===== config.mk =====
export PLATFORM = sky130hd
export DESIGN_NAME = cla_pipe_addsub
export DESIGN_NICKNAME = d
export VERILOG_FILES = /design/src/rtl/cla_pipe_addsub.sv
export SDC_FILE = /design/constraint.sdc
export NUM_CORES = 1
export LEC_CHECK = 0
export BUFFER_PORTS_ARGS = -buffer_cell sky130_fd_sc_hd__buf_2
export CORE_UTILIZATION = 58
export CTS_CLUSTER_SIZE = 24
export DETAILED_ROUTE_END_ITERATION = 16
export PLACE_DENSITY = 0.84
export SYNTH_ARGS = -nofsm -noshare
export SYNTH_HDL_FRONTEND = slang
export SYNTH_SLANG_ARGS = --single-unit

===== constraint.sdc =====
create_clock -name clk -period 6.4 [get_ports clk]
set_input_delay 0.96 -clock clk [delete_from_list [all_inputs] [get_ports clk]]
set_output_delay 0.96 -clock clk [all_outputs]
set_load 0.005 [all_outputs]

===== src/rtl/cla_pipe_addsub.sv =====
// cla_pipe_addsub
//   Pipelined carry-lookahead adder/subtractor. A WIDTH-bit operation is cut
//   into 16-bit segments, and each segment is handled by its own pipeline
//   stage. Each stage is built from a four-group CLA with a lookahead unit.
//   The carry between segments is registered. Operand bits for later segments
//   ride along in skew registers. Finished sum segments ride along in deskew
//   registers, so the whole result leaves the last stage at once.
//
// Ports
//   clk       rising-edge clock
//   rst_n     synchronous active-low reset; clears valid bits and all data
//   in_valid  a, b, sub and c_in carry an operation this cycle
//   in_ready  block can take an operation this cycle (global advance)
//   a, b      operands (WIDTH bits)
//   sub       0: a + b + c_in, 1: a - b (a + ~b + 1, c_in ignored)
//   c_in      carry-in for add mode
//   out_valid result registers hold a live result
//   out_ready downstream takes the result this cycle
//   sum       WIDTH-bit result, modulo 2^WIDTH
//   c_out     carry out of the MSB (in subtract mode 1 means no borrow)
//   ovf       signed overflow, carry into MSB xor carry out of MSB
//   zero      sum == 0
//   neg       sum[WIDTH-1]
module cla_pipe_addsub #(
  parameter int WIDTH = 32,
  parameter int SEG   = 16
) (
  input  logic             clk,
  input  logic             rst_n,
  input  logic             in_valid,
  output logic             in_ready,
  input  logic [WIDTH-1:0] a,
  input  logic [WIDTH-1:0] b,
  input  logic             sub,
  input  logic             c_in,
  output logic             out_valid,
  input  logic             out_ready,
  output logic [WIDTH-1:0] sum,
  output logic             c_out,
  output logic             ovf,
  output logic             zero,
  output logic             neg
);

  localparam int NS = WIDTH / SEG;

  // 16-bit CLA. It has four 4-bit groups, and each group produces a group
  // generate and a group propagate. The lookahead unit turns those into group
  // carries. The result is {carry_out, sum[15:0]}.
  function automatic logic [16:0] cla16(input logic [15:0] x, input logic [15:0] y,
                                        input logic cin);
    logic [15:0] g, p, c;
    logic [3:0]  gg, gp;
    logic [4:0]  gc;
    g = x & y;
    p = x ^ y;
    for (int j = 0; j < 4; j++) begin
      gg[j] = g[4*j+3] | (p[4*j+3] & g[4*j+2]) | (p[4*j+3] & p[4*j+2] & g[4*j+1]) |
              (p[4*j+3] & p[4*j+2] & p[4*j+1] & g[4*j]);
      gp[j] = &p[4*j +: 4];
    end
    gc[0] = cin;
    gc[1] = gg[0] | (gp[0] & gc[0]);
    gc[2] = gg[1] | (gp[1] & gg[0]) | (gp[1] & gp[0] & gc[0]);
    gc[3] = gg[2] | (gp[2] & gg[1]) | (gp[2] & gp[1] & gg[0]) |
            (gp[2] & gp[1] & gp[0] & gc[0]);
    gc[4] = gg[3] | (gp[3] & gg[2]) | (gp[3] & gp[2] & gg[1]) |
            (gp[3] & gp[2] & gp[1] & gg[0]) | (gp[3] & gp[2] & gp[1] & gp[0] & gc[0]);
    for (int j = 0; j < 4; j++) begin
      c[4*j] = gc[j];
      for (int i = 0; i < 3; i++) begin
        c[4*j+i+1] = g[4*j+i] | (p[4*j+i] & c[4*j+i]);
      end
    end
    return {gc[4], p ^ c};
  endfunction

  logic             adv;
  logic [WIDTH-1:0] b_eff;

  // Every stage moves together. A held result at the output freezes the whole
  // pipe, and this includes any bubbles.
  assign adv      = ~out_valid | out_ready;
  assign in_ready = adv;
  // Subtraction is a + ~b + 1. The inversion is applied once, at capture.
  assign b_eff    = sub ? ~b : b;

  for (genvar k = 0; k < NS; k++) begin : g_stage
    logic [SEG-1:0]       seg_a, seg_b;
    logic                 seg_cin, seg_zin, valid_in;
    logic [SEG:0]         seg_r;
    logic [SEG*(k+1)-1:0] psum_in, psum_q, psum_d;
    logic                 valid_q, valid_d, carry_q, carry_d, zero_q, zero_d;

    // Stage 0 takes its inputs straight from the ports. Later stages take them
    // from the previous stage's skew registers and registered carry.
    if (k == 0) begin : g_src
      assign seg_a    = a[SEG-1:0];
      assign seg_b    = b_eff[SEG-1:0];
      assign seg_cin  = sub | c_in;
      assign seg_zin  = 1'b1;
      assign valid_in = in_valid;
      assign psum_in  = seg_r[SEG-1:0];
    end else begin : g_src
      assign seg_a    = g_stage[k-1].g_skew.skew_a_q[SEG-1:0];
      assign seg_b    = g_stage[k-1].g_skew.skew_b_q[SEG-1:0];
      assign seg_cin  = g_stage[k-1].carry_q;
      assign seg_zin  = g_stage[k-1].zero_q;
      assign valid_in = g_stage[k-1].valid_q;
      assign psum_in  = {seg_r[SEG-1:0], g_stage[k-1].psum_q};
    end

    assign seg_r = cla16(seg_a, seg_b, seg_cin);

    // Zero-detect is ANDed segment by segment as the operation moves down
    // the pipe.
    always_comb begin
      valid_d = valid_q;
      carry_d = carry_q;
      zero_d  = zero_q;
      psum_d  = psum_q;
      if (adv) begin
        valid_d = valid_in;
        carry_d = seg_r[SEG];
        zero_d  = seg_zin & (seg_r[SEG-1:0] == '0);
        psum_d  = psum_in;
      end
    end

    always_ff @(posedge clk) begin
      if (!rst_n) begin
        valid_q <= 1'b0;
        carry_q <= 1'b0;
        zero_q  <= 1'b0;
        psum_q  <= '0;
      end else begin
        valid_q <= valid_d;
        carry_q <= carry_d;
        zero_q  <= zero_d;
        psum_q  <= psum_d;
      end
    end

    // Skew registers hold the operand bits of the segments that are not yet
    // computed. Each stage drops the 16 bits it has consumed.
    if (k < NS-1) begin : g_skew
      localparam int SW = WIDTH - SEG*(k+1);
      logic [SW-1:0] skew_a_q, skew_a_d, skew_b_q, skew_b_d, skew_a_in, skew_b_in;

      if (k == 0) begin : g_in
        assign skew_a_in = a[WIDTH-1:SEG];
        assign skew_b_in = b_eff[WIDTH-1:SEG];
      end else begin : g_in
        assign skew_a_in = g_stage[k-1].g_skew.skew_a_q[WIDTH-SEG*k-1:SEG];
        assign skew_b_in = g_stage[k-1].g_skew.skew_b_q[WIDTH-SEG*k-1:SEG];
      end

      always_comb begin
        skew_a_d = skew_a_q;
        skew_b_d = skew_b_q;
        if (adv) begin
          skew_a_d = skew_a_in;
          skew_b_d = skew_b_in;
        end
      end

      always_ff @(posedge clk) begin
        if (!rst_n) begin
          skew_a_q <= '0;
          skew_b_q <= '0;
        end else begin
          skew_a_q <= skew_a_d;
          skew_b_q <= skew_b_d;
        end
      end
    end

    // The carry into the MSB is recovered from the MSB sum bit and its two
    // operand bits. This avoids exporting an extra carry from the CLA.
    if (k == NS-1) begin : g_last
      logic ovf_q, ovf_d, c_msb_in;
      assign c_msb_in = seg_r[SEG-1] ^ seg_a[SEG-1] ^ seg_b[SEG-1];

      always_comb begin
        ovf_d = ovf_q;
        if (adv) ovf_d = c_msb_in ^ seg_r[SEG];
      end

      always_ff @(posedge clk) begin
        if (!rst_n) ovf_q <= 1'b0;
        else        ovf_q <= ovf_d;
      end
    end
  end

  assign out_valid = g_stage[NS-1].valid_q;
  assign sum       = g_stage[NS-1].psum_q;
  assign c_out     = g_stage[NS-1].carry_q;
  assign zero      = g_stage[NS-1].zero_q;
  assign ovf       = g_stage[NS-1].g_last.ovf_q;
  assign neg       = sum[WIDTH-1];

endmodule


# ---- After elaboration in Yosys (flattened, before gate mapping)
# Cells that the tools add are included.
dict set report totals {
  out_inout_bits 38
  input_bits 70
  mem_bits_ro 0
  ram_bits 0
  word_cells 200
  memories 0
  regBits 87
  latch_bits 0
}
dict set report op_classes {
  eq_ne 0
  multipliers 0
  n_addsub 0
  magnitude_cmp 0
  n_reduce_logical 10
  div_mod_pow 0
  n_bitwise 178
  n_mux 1
  shifts 0
}
# op n
set ops {}
lappend ops {{1-bit AND} 97}
lappend ops {{1-bit bitwise OR} 70}
lappend ops {{16-bit bitwise XOR} 4}
lappend ops {{16-bit AND} 2}
lappend ops {{16-bit zero test} 2}
lappend ops {{32-bit 2-to-1 mux} 1}
lappend ops {{32-bit inverter} 1}
lappend ops {{4-bit AND reduction} 8}
lappend ops {{1-bit bitwise XOR} 3}
lappend ops {{1-bit inverter} 1}

# ---- Logic depth before layout (Yosys ltp)
# Gate-level depths: netlist of run 1.
dict set report logic_depth {
  ltp_word 19
  mapped_depth 19
  depth_no_buf 17
}

# ---- Worst setup path before layout of run 1
# No wires, ideal clock.
dict set report synth_path {
  kind {input-to-reg}
  startpoint {in sub}
  endpoint {reg g_stage[0].zero_q}
  setup_slack_ns 1.946
  cell_stages 18
  required_time_ns 6.335
  t_arrival_ns 4.389
  cell_sequence {buf_2 -> buf_2 -> xor2_1 -> ha_1 -> a21o_1 -> a21oi_1 -> o21a_1 -> nor3_1 -> o21ai_1 -> fa_1 -> fa_1 -> fa_1 -> nand4_1 -> nor4_1 -> nand4_1 -> nor2_1 -> a21oi_1 -> nor2b_1}
}
dict set report synth_via {
  elab_chain_len 18
  elab_cells_between_ends 72
}
# item line_no
set synth_lines {}
lappend synth_lines {{from (decl)} 34} ;# input logic sub,
lappend synth_lines {{32-bit 2-to-1 mux} 86} ;# assign b_eff = sub ? ~b : b;
lappend synth_lines {{16-bit bitwise XOR / 16-bit AND (equally long branches)} {56, 55}}
lappend synth_lines {{1-bit AND (on tied branches)} {58, 59}}
lappend synth_lines {{1-bit bitwise OR, or another cell as far along} 58} ;# gg[j] = g[4*j+3] | (p[4*j+3] & g[4*j+2]) | (p[4*j+3] & p[4*j+2] & g[4*j+1]) |
lappend synth_lines {{1-bit bitwise OR / 1-bit AND (equally long branches)} {58, 59}}
lappend synth_lines {{1-bit bitwise OR} 58}
lappend synth_lines {{1-bit AND} 65} ;# gc[3] = gg[2] | (gp[2] & gg[1]) | (gp[2] & gp[1] & gg[0]) |
lappend synth_lines {{1-bit bitwise OR (3 in series)} 65}
lappend synth_lines {{1-bit AND} 72} ;# c[4*j+i+1] = g[4*j+i] | (p[4*j+i] & c[4*j+i]);
lappend synth_lines {{1-bit bitwise OR} 72}
lappend synth_lines {{1-bit AND} 72}
lappend synth_lines {{1-bit bitwise OR} 72}
lappend synth_lines {{1-bit AND} 72}
lappend synth_lines {{1-bit bitwise OR} 72}
lappend synth_lines {{16-bit bitwise XOR (*)} 75} ;# return {gc[4], p ^ c};
lappend synth_lines {{16-bit zero test (*)} 125} ;# zero_d = seg_zin & (seg_r[SEG-1:0] == '0);
lappend synth_lines {{to (signal assigned)} 139} ;# zero_q <= zero_d;
lappend synth_lines {{to (decl)} 93} ;# logic valid_q, valid_d, carry_q, carry_d, zero_q, zero_d;
# Mark *: on every way between the ends. The rest lies on a longest branch, timed or not.
# A chain may end at the register's enable or synchronous reset.

# ---- Worst setup path after layout of run 1
# Same ends and word-level chain as after synthesis.

==> results.py, run 1 <==
metrics = {
    "floorplanning": {
        "initial_utilization": 0.598,
        "die_wd_um": 94.0,
        "die_h_um": 94.0,
        "floorplan.io_pins": 108,
        "dieArea_mm2": 0.00884,
        "num_rows": 33,
        "placeable_core_area_mm2": 0.00822,
    },
    "route": {
        "drtPass1Iterations": 5,
        "detail-route-antenna-nets": 0,
        "drt_wl_total_um": 10600,
        "post_detailed_route_via_to_cell_ratio": 5.40,
        "drt_drc_violations_left": 0,
        "1st_iter_drt_viols": 275,
        "routedWlPerCell_um": 14.2,
        "num_vias": 4028,
    },
    "clock_tree": {
        "maximum_number_of_buffers_from_clock_root_to_sink": 2,
        "cts-hold-fix-buffers": 0,
        "post-cts-setup-buffers": 0,
        "tritoncts_num_sinks": 87,
        "clock_latency_ps": 360,
        "numCtsBuffers": 9,
        "cts_resized": 0,
        "cts_tree": "yes",
        "h-tree-depth": 3,
        "cts.root.buffer_cell": "sky130_fd_sc_hd__clkbuf_8",
        "clk_transition_reported_paths_ps": 90,
    },
    "layout": {
        "mostFrequentLayoutCell": "sky130_fd_sc_hd__nand2_1",
        "most_frequent_cells_in_the_layout": "sky130_fd_sc_hd__nand2_1 (136), sky130_fd_sc_hd__buf_2 (107), sky130_fd_sc_hd__dfxtp_1 (87)",
        "drive_gt1_frac": 0.204,
        "fin_nets": 762,
        "finalNonFillerCells": 746,
        "antenna_cells_inserted": 0,
        "post-route-util": 0.691,
        "flow.area_growth_from_synthesis_pct": 15.6,
    },
    "worst_setup_path": {
        "cp-end-kind": "flop",
        "critical_path_buf_inv_count": 2,
        "crit_required_ps": 6690,
        "worst_setup_path_start_kind": "input pin",
        "crit_top_cell": "sky130_fd_sc_hd__fa_1",
        "cpMaxStageDelayCell": "sky130_fd_sc_hd__fa_1",
        "timing.critical_path.max_delay_family": "adder cells",
        "worstPathMaxFanout": 20,
        "crit_type": "in -> reg",
        "cp-startpoint": "sub",
        "cp_data_arrival_time_ps": 4730,
        "timing.critical_path.slowest_cell_delay_ps": 550,
        "worstReg2RegStart": "g_stage[0].g_skew.skew_a_q[9]$_SDFFE_PN0P_",
        "crit_chain": "buf_2, buf_4, xor2_1, ha_1, a21o_1, a21o_1, or3_1, o21ai_1, fa_1, fa_1, fa_1, nand4_1, nor4_1, nand4_1, nor2_1, a21oi_1, nor2b_1",
    },
    "global_route": {
        "grt_max_degree": 88,
        "grt_overflow_total": 0,
        "grt_pass1_wl_um": 17300,
        "groute.usage.overall": 0.252,
        "first_global_vias": 3843,
        "grt_antenna_before_repair": 0,
    },
    "yosys": {
        "synth-async-reset-ratio": 0,
        "yosys_warnings": 0,
        "total_of_flip_flops_plus_latches_after_synthesis": 87,
        "synth.net_count": 673,
        "synth_edf_count": 0,
        "dominantRegCellSynth": "sky130_fd_sc_hd__dfxtp_1",
        "synth.avg_cell_area_um2": 8.98,
        "synth_sequential_area_ratio": 0.354,
        "synth_cell_types": 37,
        "synth_area_mm2": 0.00491,
        "syn_inst": 547,
    },
    "timing": {
        "finalMaxSlewViolations": 0,
        "finalCritPeriodShare": 0.693,
        "worst_clock_skew_ps": 9.51,
        "worstMarginPinSlew_ps": 768,
        "rsz0062_at_grt": "false",
        "holdWs_ps": 462,
        "finalHoldViolations": 0,
        "relSlewSlack": 0.487,
        "final_period_minus_worst_setup_slack_ps": 4430,
        "f_max_ghz": 0.226,
        "timing.setup.tns_ps": 0,
        "finalSetupViolations": 0,
    },
    "power_and_ir_drop": {
        "cellPowerDensity_mw_per_mm2": 246,
        "p_int_w": 0.000960,
        "p_sw_frac": 0.314,
        "power.share.combinational": 0.264,
        "p_sw_w": 0.000438,
        "power_frac_seq": 0.461,
        "ir_worst_vdd_v": 0.000139,
        "post_layout_power_w": 0.00140,
        "power.share.clock": 0.275,
        "static-leakage-power_nw": 2.88,
    },
    "placement": {
        "dpl.hpwl_um": 7950,
        "port_buffers": 107,
        "place_congestion": 0.849,
        "placed_cells": 730,
    },
    "job": {
        "number_of_max_cap_violations": 0,
    },
    "run_status": {
        "run_status": "completed",
    },
    "worst_hold_path": {
        "hold_path_startpoint": "sum[21]$_SDFFE_PN0P_",
        "hold_path_class": "reg -> reg",
    },
}
-- sequential cells by signal, summed over array words and instances, names as in the netlist --
register,count
ovf,1
sum,32
out_valid,1
g_stage.psum_q,16
g_stage.zero_q,1
g_stage.g_skew.skew_b_q,16
zero,1
g_stage.carry_q,1
g_stage.g_skew.skew_a_q,16
g_stage.valid_q,1
c_out,1
-- cells by family after synthesis --
kind of cell,Yosys count,synth area share
flip-flops,87,0.354
AND/OR/NAND/NOR,176,0.152
AO/OA/AOI/OAI,117,0.184
XOR/XNOR,42,0.0749
adder cells (fa/ha/maj),56,0.179
buffers and inverters,69,0.0553
-- area by class of cell --
class                      count  area [um2]
inverter                      36         136
clock buffer                  10         128
multi-input combinational    391        2910
sequential                    87        1740
tap                          105         131
timing repair buffer         111         566
clock inverter                 6        70.1
fill                         642        2540
-- power by group through the flow --
stage | clock network [W] | registers (W) | logic [W]
final | 0.000385 | 0.000644 | 0.000369
after global routing | 0.000414 | 0.000653 | 0.000416
after CTS | 0.000391 | 0.000644 | 0.000367
after detailed placement | 0 | 0.000657 | 0.000364
after global placement | 0 | 0.000653 | 0.000348
after floorplan | 0 | 0.000651 | 0.000239
-- worst paths after layout --
path	to	slack, ps	cells past startpoint
worst max-delay path	g_stage[0].zero_q$_SDFFE_PN0P_	1970	17
worst min-delay path	sum[21]$_SDFFE_PN0P_	460	2
worst max register to register	ovf$_SDFFE_PN0P_	2750	13
worst min register to register	sum[21]$_SDFFE_PN0P_	460	2
-- worst reg2reg max path: cells and delay by family, from the launching register on --
kind,cells,cell delay (ps)
flip-flops,1,350
adder cells (fa/ha/maj),4,1550
AND/OR/NAND/NOR,3,350
AO/OA/AOI/OAI,4,820
XOR/XNOR,2,510
-- routing by layer --
layer / vias to the layer above / GRT usage / wire (um)
met3: 17 / 0.0461 / 634
met1: 1878 / 0.349 / 4850
met4: 0 / 0.0667 / 155
met2: 129 / 0.405 / 4930
met5: - / 0 / 0
li1: 2004 / - / -
-- cells in the mapped netlist, drive strengths merged, types with 8 or more instances --
cell | count | area (um2)
clkbuf | 25 | 93.8
o211a | 32 | 320
ha | 32 | 400
xnor2 | 26 | 228
nand2 | 136 | 510
a21oi | 13 | 65.1
a21boi | 49 | 368
fa | 24 | 480
dfxtp | 87 | 1740
inv | 36 | 135
buf | 8 | 42.5
xor2 | 16 | 140
-- per-stage QoR --
| stage | cell area (um2) | setup slack (ps) |
|---|---|---|
| 4_1_cts | 5680 | 1990 |
| 5_1_grt | 5680 | 1730 |
| 3_3_place_gp | 5480 | 1790 |
| 3_5_place_dp | 5480 | 1640 |
| 6_report | 5680 | 1970 |
| 2_1_floorplan | 4910 | 1950 |
No activity file was read; power rests on OpenSTA's default activity.
==> run 2, diff against run 1 <==
Settings changed: ABC_AREA set to 1, CORE_UTILIZATION 58 to 49, PLACE_DENSITY 0.84 to 0.76.
Clock period 6.4 ns to 3.7 ns, I/O delays scaled along.
==> run 2 against run 1 <==
  * Die area increased by 16%
  * Wire length increased by 2.1%
  * Final cell count increased by 9.1%
  * Power increased by 76%
  * Utilization decreased by 8.8 points
  * Via count increased by 1.5%
  * Synthesized area decreased by 1.9%
==> results.py, run 2 <==
metrics = {
    "yosys": {
        "yosysMostFrequentCell": "sky130_fd_sc_hd__dfxtp_1",
        "dominantRegCellSynth": "sky130_fd_sc_hd__dfxtp_1",
        "synth_sequential_area_ratio": 0.361,
        "synth_top_cells_by_count": "sky130_fd_sc_hd__dfxtp_1 (87), sky130_fd_sc_hd__nor2_1 (84), sky130_fd_sc_hd__o21ai_0 (78)",
        "synthDominantCellAreaShare": 0.361,
        "synth.avg_cell_area_um2": 8.22,
        "synth-async-reset-ratio": 0,
        "synth.net_count": 712,
        "syn_inst": 586,
        "total_of_flip_flops_plus_latches_after_synthesis": 87,
        "yosys_warnings": 0,
        "synth_top_area_cell": "sky130_fd_sc_hd__dfxtp_1",
        "synth_cell_types": 35,
        "synth_area_mm2": 0.00482,
        "synth_area_leaders": "sky130_fd_sc_hd__dfxtp_1 (36%), sky130_fd_sc_hd__fa_1 (10%), sky130_fd_sc_hd__ha_1 (8.3%)",
        "synth_edf_count": 0,
    },
    "layout": {
        "drive_gt1_frac": 0.207,
        "fin_nets": 807,
        "mostFrequentLayoutCell": "sky130_fd_sc_hd__buf_2",
        "most_frequent_cells_in_the_layout": "sky130_fd_sc_hd__buf_2 (107), sky130_fd_sc_hd__dfxtp_1 (87), sky130_fd_sc_hd__nor2_1 (84)",
        "antenna_cells_inserted": 0,
        "number_of_flip_flops_under_the_largest_register_name": 32,
        "stdcell_area_mm2": 0.00565,
        "flow.area_growth_from_synthesis_pct": 17.3,
    },
    "worst_setup_path": {
        "crit_type": "in -> reg",
        "crit_required_ps": 3980,
        "worst_setup_path_start_kind": "input pin",
        "cp-startpoint": "sub",
        "worstPathMaxFanout": 10,
        "cp_data_arrival_time_ps": 3740,
        "cp-end-kind": "flop",
        "worstReg2RegStart": "g_stage[0].g_skew.skew_a_q[3]$_SDFFE_PN0P_",
    },
    "clock_tree": {
        "h-tree-depth": 3,
        "maximum_number_of_buffers_from_clock_root_to_sink": 2,
        "numCtsBuffers": 9,
        "post-cts-setup-buffers": 0,
        "clk_transition_reported_paths_ps": 80,
        "tritoncts_num_sinks": 87,
        "cts_tree": "yes",
        "clock_latency_ps": 350,
        "cts.root.buffer_cell": "sky130_fd_sc_hd__clkbuf_8",
    },
    "timing": {
        "relSlewSlack": 0.370,
        "worstMarginPinSlew_ps": 945,
        "rsz0062_at_grt": "false",
        "finalSetupViolations": 0,
        "finalCritPeriodShare": 0.934,
        "worst_clock_skew_ps": 9.02,
        "finalHoldViolations": 0,
        "finalMaxSlewViolations": 0,
        "final_period_minus_worst_setup_slack_ps": 3450,
        "f_max_ghz": 0.290,
        "holdWs_ps": 452,
    },
    "floorplanning": {
        "placeable_core_area_mm2": 0.00937,
        "num_rows": 35,
        "floorplan.io_pins": 108,
        "die_h_um": 101,
        "initial_utilization": 0.514,
        "dieArea_mm2": 0.0102,
        "die_wd_um": 101,
    },
    "global_route": {
        "groute.usage.overall": 0.221,
        "grt_pass1_wl_um": 17700,
        "grt_antenna_before_repair": 0,
        "first_global_vias": 3849,
        "grt_max_degree": 69,
        "grt_overflow_total": 0,
    },
    "route": {
        "routedWlPerCell_um": 13.3,
        "post_detailed_route_via_to_cell_ratio": 5.02,
        "num_vias": 4087,
        "detail-route-antenna-nets": 0,
        "drtPass1Iterations": 5,
        "drt_drc_violations_left": 0,
        "drt_wl_total_um": 10800,
        "1st_iter_drt_viols": 185,
    },
    "placement": {
        "port_buffers": 107,
        "detailed_place.area_mm2": 0.00543,
        "dpl.hpwl_um": 8240,
        "place_congestion": 0.951,
    },
    "power_and_ir_drop": {
        "cellPowerDensity_mw_per_mm2": 436,
        "ir_worst_vdd_v": 0.000198,
        "static-leakage-power_nw": 2.79,
    },
    "run_status": {
        "run_status": "completed",
    },
    "worst_hold_path": {
        "hold_path_class": "in -> reg",
        "hold_path_startpoint": "a[29]",
    },
    "job": {
        "number_of_max_cap_violations": 0,
    },
}
## run 2: cell count changes after synthesis, sizes merged, moves of 10 or more
| cell | change |
|---|---|
| o21ai | +76 |
| a21boi | -48 |
| o211a | -31 |
| nor2 | +79 |
| clkbuf | -10 |
| a21oi | +43 |
| inv | +32 |
| nand2 | -99 |
## run 2: logic make-up (layout without fill, tap and decap cells)
| kind of cell | count (synthesis) | count (layout) | share of synthesized area |
|---|---|---|---|
| adders and majority gates | 56 | 56 | 0.183 |
| DFF | 87 | 87 | 0.361 |
| and+or+nand+nor | 153 | 153 | 0.134 |
| AOI/OAI and AO/OA | 149 | 149 | 0.160 |
| xor gates and xnor gates | 41 | 41 | 0.0745 |
| buffers and inverters | 100 | 199 | 0.0867 |
## run 2: worst paths after layout
check / endpoint / slack (ps) / cells past startpoint
worst max register to register: ovf$_SDFFE_PN0P_ / 280 / 18
worst min-delay path: g_stage[0].g_skew.skew_a_q[13]$_SDFFE_PN0P_ / 450 / 3
worst min register to register: g_stage[0].valid_q$_SDFFE_PN0P_ / 460 / 2
worst max-delay path: g_stage[0].zero_q$_SDFFE_PN0P_ / 250 / 15
## run 2: per-stage QoR
step	worst slack [ps]	power (W)	util	instances	TNS (ps)
after floorplan	52.5	0.00154	-	586	0
after global placement	25.1	0.00174	0.580	799	0
after detailed placement	-87.4	0.00177	0.580	799	-87.4
after CTS	178	0.00248	0.602	814	0
after global routing	16.3	0.00262	0.603	814	0
final	246	0.00247	0.603	814	0
## run 2: what timing repair did
action	4_1_cts	5_1_grt
setup endpoints to repair	0	1
hold buffers	0	0
resized for setup	0	1
hold endpoints to repair	0	0
## run 2: layout make-up
cell class	count	area (um2)
well taps	129	161
clock buffers	11	141
clock inverters	4	70.1
repair buffers	116	603
inverters	68	255
flip-flops and latches	87	1740
multi-input cells	399	2680
fillers	837	3720
## run 2: where the power goes
part / total, W / switching (W) / leakage [nW] / internal (W)
sequential: 0.00112 / 0.0000644 / 0.722 / 0.00105
combinational: 0.000641 / 0.000360 / 1.96 / 0.000280
clock: 0.000708 / 0.000315 / 0.109 / 0.000393
## run 2: routing by layer
metal,global-route usage,vias up,part of all wire
li1,-,2095,-
met1,0.312,1859,0.49
met2,0.337,112,0.44
met3,0.0393,21,0.055
met4,0.0914,0,0.021
met5,0,-,0
## run 2: critical path: stages
cell and delay, ps:
sky130_fd_sc_hd__buf_2 190, sky130_fd_sc_hd__xnor2_1 290, sky130_fd_sc_hd__inv_1 100, sky130_fd_sc_hd__ha_1 320, sky130_fd_sc_hd__nand3_1 90, sky130_fd_sc_hd__nand3b_1 160, sky130_fd_sc_hd__nand3_1 110, sky130_fd_sc_hd__inv_2 60
sky130_fd_sc_hd__fa_1 430, sky130_fd_sc_hd__fa_1 400, sky130_fd_sc_hd__inv_1 80, sky130_fd_sc_hd__fa_1 460, sky130_fd_sc_hd__nor4_1 230, sky130_fd_sc_hd__nand4_1 130, sky130_fd_sc_hd__a21oi_1 130
==> run 3, diff against run 2 <==
Settings changed: MAX_ROUTING_LAYER set to met4.
==> run 3 against run 2 <==
  * Setup slack lost 1.6 ps
  * Clock-buffer cell count is the same
  * Final cell count is the same
  * First-iteration DRC count shrank 2.2%
  * Worst hold slack lost 1.5 ps
  * Critical path depth is the same
  * Critical endpoint unchanged
==> results.py, run 3 (synthesis results as in run 2) <==
metrics = {
    "run_status": {
        "run_status": "completed",
    },
    "clock_tree": {
        "h-tree-depth": 3,
        "cts_tree": "yes",
        "cts.root.buffer_cell": "sky130_fd_sc_hd__clkbuf_8",
        "post-cts-setup-buffers": 0,
        "clk_transition_reported_paths_ps": 80,
        "clock_latency_ps": 350,
        "numCtsBuffers": 9,
        "maximum_number_of_buffers_from_clock_root_to_sink": 2,
        "tritoncts_num_sinks": 87,
    },
    "worst_setup_path": {
        "worstPathMaxFanout": 10,
        "worst_setup_path_start_kind": "input pin",
        "cp-end-kind": "flop",
        "worst-r2r-cell-count": 18,
        "crit_type": "in -> reg",
        "cp_data_arrival_time_ps": 3740,
        "crit_required_ps": 3990,
    },
    "worst_hold_path": {
        "hold_path_class": "in -> reg",
        "worst_hold_path.num_cells": 3,
    },
    "floorplanning": {
        "dieArea_mm2": 0.0102,
        "floorplan.io_pins": 108,
        "placeable_core_area_mm2": 0.00937,
        "initial_utilization": 0.514,
        "die_h_um": 101,
        "num_rows": 35,
        "die_wd_um": 101,
    },
    "power_and_ir_drop": {
        "cellPowerDensity_mw_per_mm2": 437,
        "p_int_w": 0.00173,
        "power.share.clock": 0.288,
        "power.share.combinational": 0.260,
        "p_sw_w": 0.000743,
        "power_frac_seq": 0.452,
        "post_layout_power_w": 0.00247,
        "p_sw_frac": 0.301,
        "ir_worst_vdd_v": 0.000198,
        "static-leakage-power_nw": 2.79,
    },
    "layout": {
        "post-route-util": 0.603,
        "drive_gt1_frac": 0.207,
        "number_of_flip_flops_under_the_largest_register_name": 32,
        "stdcell_area_mm2": 0.00565,
        "mostFrequentLayoutCell": "sky130_fd_sc_hd__buf_2",
        "antenna_cells_inserted": 0,
        "fin_nets": 807,
        "flow.area_growth_from_synthesis_pct": 17.3,
        "most_frequent_cells_in_the_layout": "sky130_fd_sc_hd__buf_2 (107), sky130_fd_sc_hd__dfxtp_1 (87), sky130_fd_sc_hd__nor2_1 (84)",
    },
    "timing": {
        "finalHoldViolations": 0,
        "worstMarginPinSlew_ps": 949,
        "worst_clock_skew_ps": 7.39,
        "rsz0062_at_grt": "false",
        "final_period_minus_worst_setup_slack_ps": 3460,
        "holdWs_ps": 450,
        "finalMaxSlewViolations": 0,
        "finalSetupViolations": 0,
        "finalCritPeriodShare": 0.934,
        "relSlewSlack": 0.368,
        "f_max_ghz": 0.289,
    },
    "route": {
        "drtPass1Iterations": 4,
        "1st_iter_drt_viols": 181,
        "routedWlPerCell_um": 13.3,
        "detail-route-antenna-nets": 0,
        "drt_drc_violations_left": 0,
        "num_vias": 4102,
        "post_detailed_route_via_to_cell_ratio": 5.04,
        "drt_wl_total_um": 10800,
    },
    "global_route": {
        "grt_max_degree": 69,
        "grt_pass1_wl_um": 17700,
        "groute.usage.overall": 0.229,
        "grt_overflow_total": 0,
        "first_global_vias": 3855,
        "grt_antenna_before_repair": 0,
    },
    "placement": {
        "port_buffers": 107,
        "place_congestion": 0.968,
        "dpl.hpwl_um": 8240,
        "detailed_place.area_mm2": 0.00543,
    },
    "job": {
        "number_of_max_cap_violations": 0,
    },
}
## run 3: worst max-delay path, cell delays in order
cell	delay, ps
sky130_fd_sc_hd__buf_2	190
sky130_fd_sc_hd__xnor2_1	290
sky130_fd_sc_hd__inv_1	100
sky130_fd_sc_hd__ha_1	320
sky130_fd_sc_hd__nand3_1	90
sky130_fd_sc_hd__nand3b_1	160
sky130_fd_sc_hd__nand3_1	110
sky130_fd_sc_hd__inv_2	60
sky130_fd_sc_hd__fa_1	430
sky130_fd_sc_hd__fa_1	400
sky130_fd_sc_hd__inv_1	80
sky130_fd_sc_hd__fa_1	460
sky130_fd_sc_hd__nor4_1	230
sky130_fd_sc_hd__nand4_1	130
sky130_fd_sc_hd__a21oi_1	130
## run 3: repair_timing
item | 4_1_cts | 5_1_grt
gates resized for setup | 0 | 1
endpoints found under the setup margin | 0 | 1
hold buffers | 0 | 0
hold endpoints to repair | 0 | 0
## run 3: power by group through the flow
| stage | Sequential [W] | Clock, W | Combinational [W] |
|---|---|---|---|
| after global placement | 0.00113 | 0 | 0.000609 |
| after floorplan | 0.00113 | 0 | 0.000410 |
| final | 0.00112 | 0.000711 | 0.000641 |
| after global routing | 0.00113 | 0.000762 | 0.000724 |
| after detailed placement | 0.00114 | 0 | 0.000634 |
| after CTS | 0.00112 | 0.000725 | 0.000638 |
## run 3: path summary, 6_finish.rpt
check,start,end,slack [ps]
worst max-delay path,sub,g_stage[0].zero_q$_SDFFE_PN0P_,240
worst min-delay path,a[27],g_stage[0].g_skew.skew_a_q[11]$_SDFFE_PN0P_,450
worst max register to register,g_stage[0].g_skew.skew_a_q[3]$_SDFFE_PN0P_,ovf$_SDFFE_PN0P_,280
worst min register to register,g_stage[0].valid_q$_SDFFE_PN0P_,g_stage[0].valid_q$_SDFFE_PN0P_,460
## run 3: per-stage QoR
step / setup TNS, ps / cells / setup slack, ps
global route: 0 / 814 / 16.2
detailed placement: -87.4 / 799 / -87.4
CTS: 0 / 814 / 178
global placement: 0 / 799 / 25.1
finish: 0 / 814 / 244
floorplan: 0 / 586 / 52.5
## run 3: layout make-up
type	count	area, um2
clock inverter	4	70.1
tap	129	161
inverter	68	255
multi-input combinational	399	2680
fill	837	3720
clock buffer	11	141
timing repair buffer	116	603
sequential	87	1740
## run 3: layer usage
metal  routed length [um]  track usage  vias to the layer above
met3                  617       0.0393                       18
met5                    0            -                        -
met1                 5240        0.313                     1862
li1                     -            -                     2093
met4                  198       0.0914                        0
met2                 4750        0.336                      129
